**src/rtl/ram_fifo_ctrl_pkg.sv**
```systemverilog
// Shared sizing and types for the RAM-backed FIFO controller and the ram16_8 benches.
// Holds the default data width, RAM depth, address width and count width,
// plus the per-cycle RAM operation type used to arbitrate the single RAM port.
package ram_fifo_ctrl_pkg;

   localparam int WIDTH_DEF = 8;
   localparam int DEPTH_DEF = 16;
   localparam int AW_DEF    = 4;
   // count must reach DEPTH itself, so it needs one bit more than a pointer
   localparam int CNT_W_DEF = AW_DEF + 1;

   // Only one RAM access per cycle: the single RAM port is either idle, writing or reading.
   typedef enum logic [1:0] {
      RAM_IDLE = 2'd0,
      RAM_WR   = 2'd1,
      RAM_RD   = 2'd2
   } ram_op_t;

endpackage

```
**src/rtl/ram_fifo_ctrl_fifo_ptr.sv**
```systemverilog
// fifo_ptr: AW-bit circular pointer that wraps from DEPTH-1 back to 0.
// Ports: clk, rst (async active-low), clr (sync zero), en (advance by one), ptr (current value).
// Latency: the new value is visible the cycle after en; clr takes priority over en.
module fifo_ptr #(
   parameter int DEPTH = 16,
   parameter int AW    = 4
) (
   input  logic          clk,
   input  logic          rst,
   input  logic          clr,
   input  logic          en,
   output logic [AW-1:0] ptr
);

   localparam logic [AW-1:0] LAST = AW'(DEPTH - 1);

   always_ff @(posedge clk or negedge rst) begin
      if (!rst) begin
         ptr <= '0;
      end else if (clr) begin
         ptr <= '0;
      end else if (en) begin
         // explicit wrap so DEPTH need not be a power of two
         ptr <= (ptr == LAST) ? '0 : ptr + 1'b1;
      end
   end

endmodule

```
**src/rtl/ram_fifo_ctrl.sv**
```systemverilog
// ram_fifo_ctrl: FIFO controller driving an external single-port RAM as a circular buffer.
// Ports: push/push_data/push_ready in, pop/pop_ready in, out_valid/out_data result,
// full/empty/count/err status, ram_addr/ram_din/ram_write/ram_read/ram_dout to the RAM.
module ram_fifo_ctrl
   import ram_fifo_ctrl_pkg::*;
#(
   parameter int WIDTH = WIDTH_DEF,
   parameter int DEPTH = DEPTH_DEF,
   parameter int AW    = AW_DEF
) (
   input  logic             clk,
   input  logic             rst,
   input  logic             clr,
   input  logic             push,
   input  logic [WIDTH-1:0] push_data,
   output logic             push_ready,
   input  logic             pop,
   output logic             pop_ready,
   output logic             out_valid,
   output logic [WIDTH-1:0] out_data,
   output logic             full,
   output logic             empty,
   output logic [AW:0]      count,
   output logic             err,
   output logic [AW-1:0]    ram_addr,
   output logic [WIDTH-1:0] ram_din,
   output logic             ram_write,
   output logic             ram_read,
   input  logic [WIDTH-1:0] ram_dout
);

   localparam int          CW       = AW + 1;
   localparam logic [AW:0] FULL_CNT = CW'(DEPTH);

   logic [AW-1:0]    wp;
   logic [AW-1:0]    rp;
   logic [WIDTH-1:0] out_last;
   logic             err_set;
   ram_op_t          op;

   assign full  = (count == FULL_CNT);
   assign empty = (count == '0);

   // Readiness is gated by rst and clr so that no RAM strobe can escape while
   // reset is held (asynchronously) or during a flush cycle.
   assign pop_ready  = rst && !clr && !empty;
   // Pop wins the single RAM port; a concurrent push simply waits.
   assign push_ready = rst && !clr && !full && !(pop && pop_ready);

   always_comb begin
      op = RAM_IDLE;
      if (pop && pop_ready) begin
         op = RAM_RD;
      end else if (push && push_ready) begin
         op = RAM_WR;
      end
   end

   assign ram_write = (op == RAM_WR);
   assign ram_read  = (op == RAM_RD);
   assign ram_addr  = (op == RAM_RD) ? rp : wp;
   assign ram_din   = push_data;

   // A push against a full FIFO is only an error when no pop is taking the
   // port; if a pop is accepted the push is merely stalled.
   assign err_set = (push && full && !(pop && pop_ready)) || (pop && empty);

   fifo_ptr #(.DEPTH(DEPTH), .AW(AW)) u_wp (
      .clk (clk),
      .rst (rst),
      .clr (clr),
      .en  (ram_write),
      .ptr (wp)
   );

   fifo_ptr #(.DEPTH(DEPTH), .AW(AW)) u_rp (
      .clk (clk),
      .rst (rst),
      .clr (clr),
      .en  (ram_read),
      .ptr (rp)
   );

   // Write and read are mutually exclusive, so count moves by at most one and
   // can never pass DEPTH or 0.
   always_ff @(posedge clk or negedge rst) begin
      if (!rst) begin
         count <= '0;
      end else if (clr) begin
         count <= '0;
      end else if (ram_write) begin
         count <= count + 1'b1;
      end else if (ram_read) begin
         count <= count - 1'b1;
      end
   end

   always_ff @(posedge clk or negedge rst) begin
      if (!rst) begin
         err <= 1'b0;
      end else if (clr) begin
         err <= 1'b0;
      end else if (err_set) begin
         err <= 1'b1;
      end
   end

   // out_valid marks the cycle the RAM presents the word read on the previous
   // edge; a pulse already scheduled is not cancelled by clr.
   always_ff @(posedge clk or negedge rst) begin
      if (!rst) begin
         out_valid <= 1'b0;
      end else begin
         out_valid <= ram_read;
      end
   end

   // The RAM's read data is only meaningful during out_valid, so hold the last
   // popped word for the remaining cycles to keep out_data stable.
   always_ff @(posedge clk or negedge rst) begin
      if (!rst) begin
         out_last <= '0;
      end else if (out_valid) begin
         out_last <= ram_dout;
      end
   end

   assign out_data = out_valid ? ram_dout : out_last;

endmodule

```
**config.mk**
```make
export PLATFORM = sky130hd
export DESIGN_NAME = ram_fifo_ctrl
export DESIGN_NICKNAME = d
export VERILOG_FILES = /design/src/rtl/ram_fifo_ctrl_pkg.sv /design/src/rtl/ram_fifo_ctrl_fifo_ptr.sv /design/src/rtl/ram_fifo_ctrl.sv
export SDC_FILE = /design/constraint.sdc
export NUM_CORES = 1
export LEC_CHECK = 0
export ABC_AREA = 0
export CAP_MARGIN = 20
export CELL_PAD_IN_SITES_DETAIL_PLACEMENT = 0
export CELL_PAD_IN_SITES_GLOBAL_PLACEMENT = 1
export CORE_MARGIN = 3
export CORE_UTILIZATION = 30
export CTS_CLUSTER_DIAMETER = 120
export CTS_CLUSTER_SIZE = 10
export DETAILED_ROUTE_END_ITERATION = 8
export HOLD_SLACK_MARGIN = 0.02
export PLACE_DENSITY = 0.77
export SLEW_MARGIN = 20
export SYNTH_ARGS = -nofsm -noshare
export SYNTH_HDL_FRONTEND = slang
export SYNTH_SLANG_ARGS = --single-unit
export TNS_END_PERCENT = 20
```
**constraint.sdc**
```tcl
create_clock -name clk -period 4.9 [get_ports clk]
set_input_delay 0.98 -clock clk [delete_from_list [all_inputs] [get_ports clk]]
set_output_delay 0.98 -clock clk [all_outputs]
set_load 0.005 [all_outputs]
```
==> metrics.cfg <==
[floorplan]
die_x_um=73.2
dieArea_um2=5360
start_util_pct=32.5
die_y_um=73.2
io_pins=54
core_region_area_um2=4170
row_count=23

[timing]
final_hold_viol_count=0
setup_slack_ns=0.718
hold_ws_ns=0.508
period_share_pct=85.3
max_slew_margin_pct=54.3
min_period_ns=4.18
setup_viol=0
drv_slew=0
timing.fmax_ghz=0.239
fin_tns_setup_ns=0
fin_skew_ns=0.000691
rsz0062_at_grt=false
worst_slew_pin_slew_ns=0.685

[drt]
via_per_inst=5.20
num_vias=1133
avgRoutedWirePerCell_um=15.0
drcViolationCount=0
drtIter0Drc=51
first_pass_iters=4
wirelength_mm=3.26
antenna_left=0

[worst_setup_path]
cp-start-kind=input port
path_cells=clkdlybuf4s50_1 > nor2b_1 > o211ai_2 > inv_1 > nand2_1 > nand2_1 > clkdlybuf4s50_1
slowest_stage=clkdlybuf4s50_1
crit_fanout=12
path_class=in2out
crit_arrival_ns=3.20
crit_path_end_kind=primary output
cp.required_ns=3.92
slowest_delay_ns=0.49

[placement]
dp_slack_ns=0.734
gp_congestion=0.782
io_buffers=37
dpl.hpwl_mm=2.53

[pwr]
leakage_nw=0.774
finalPower_mw=0.776
ir_worst_vdd_v=0.000128
powerDensity_nw_per_um2=438

[synth]
ys_seq_elements=23
netlist_area_um2=1360
synth_flop_cell=dfrtp_1
yosys_warnings=0
avgSynthCellArea_um2=9.82
synth_nets=166
synth-edff-count=0
synth_cells=138
synth_cell_types=33
async_reset_ff_share_pct=100
ys_seq_area_share_pct=42.5

[clock_tree]
path_clk_slew_ns=0.08
clockBufferDepth=2
numCtsBuffers=3
cts_tree=yes
cts_hold_buf=0
htreeDepth=1
cts_setup_buffers=0
ctsResizeCount=0
clk-insertion-delay-late_ns=0.26
cts_root_buf=clkbuf_8
cts.sinks=23

[hold_path]
min_path_type=reg2reg

[global_routing]
grt_pass1_wl_mm=5.37
grt_max_degree=25
grt_pass1_vias=1133
grt_antenna_before_repair=0
gr-total-overflow=0
grt.total_usage_pct=12.8

[layout]
mostFrequentLayoutCell=clkdlybuf4s50_1
nNetsFinal=197
diodes=0
drive_above_1_share_pct=10.7
synthToLayoutAreaGrowth_pct=30.7
fin_util_pct=42.5
final_cell_mix=clkdlybuf4s50_1 (37), nand2_1 (25), dfrtp_1 (23), a21oi_1 (10), mux2_2 (8)

[job]
maxCapViolations=0

[run_status]
status=complete, no violations

## cell usage after synthesis, types with 3 or more instances
cell type / count / share of area (%)
clkbuf_1: 4 / 1.1
nand2_1: 25 / 6.9
buf_4: 8 / 4.4
or4b_1: 3 / 2.2
nor2_1: 5 / 1.4
nand3_1: 4 / 1.5
ha_1: 6 / 5.5
inv_1: 5 / 1.4
mux2i_1: 3 / 2.2
o21ai_0: 7 / 2.6
a21oi_1: 10 / 3.7
dfrtp_1: 23 / 42
mux2_2: 8 / 6.6
## path summary, 6_finish.rpt
check | from | to | slack (ns) | depth (start not counted)
max | rst | ram_addr[2] | 0.72 | 7
min | out_last[3] | out_last[3] | 0.51 | 1
max reg2reg | count[1] | count[4] | 1.82 | 7
min reg2reg | out_last[3] | out_last[3] | 0.51 | 1
max in group asynchronous | rst | out_last[3] | 3.55 | 2
min in group asynchronous | rst | out_valid | 1.11 | 2
## state kept, by name, summed over array words and instances (netlist names)
name       flops
u_wp.ptr       4
count          5
u_rp.ptr       4
out_last       8
err            1
out_valid      1
## cells by family after synthesis
| logic type | count (synthesis) | synth area share [%] |
|---|---|---|
| xor gates and xnor gates | 2 | 1.29 |
| muxes | 11 | 8.86 |
| and+or+nand+nor | 47 | 16.9 |
| buffers and inverters | 18 | 7.29 |
| AOI/OAI and AO/OA | 30 | 16.2 |
| DFF | 23 | 42.5 |
| adders and majority gates | 7 | 7.02 |
## metrics by stage
step / std cells / cell area [um^2]
global placement: 214 / 1720
CTS: 218 / 1770
detailed placement: 214 / 1720
finish: 218 / 1770
floorplan: 138 / 1360
global route: 218 / 1770
## layout make-up
class / count / area [um^2]
clock buffers: 3 / 41.3
clock inverters: 1 / 7.51
fillers: 406 / 2400
inverters: 5 / 18.8
multi-input cells: 97 / 681
flip-flops and latches: 23 / 576
well taps: 50 / 62.6
repair buffers: 39 / 385
## critical path, delay by kind of cell
family | cells | cell delay (ns)
buffers and inverters | 3 | 1.32
AND/OR/NAND/NOR | 3 | 0.62
AO/OA/AOI/OAI | 1 | 0.29
## report_power, final
part / switching [mW] / total [mW] / internal (mW)
registers: 0.0449 / 0.288 / 0.243
clock network: 0.0623 / 0.120 / 0.0575
logic: 0.155 / 0.368 / 0.213
## metal layers
metal,track usage (%),wire (um),up-vias
met4,5.12,52,0
met1,15.8,1430,548
met5,0,0,-
met3,2.89,242,6
met2,21.4,1540,40
li1,-,-,539
Note: power is estimated with default switching activity, not from simulation.
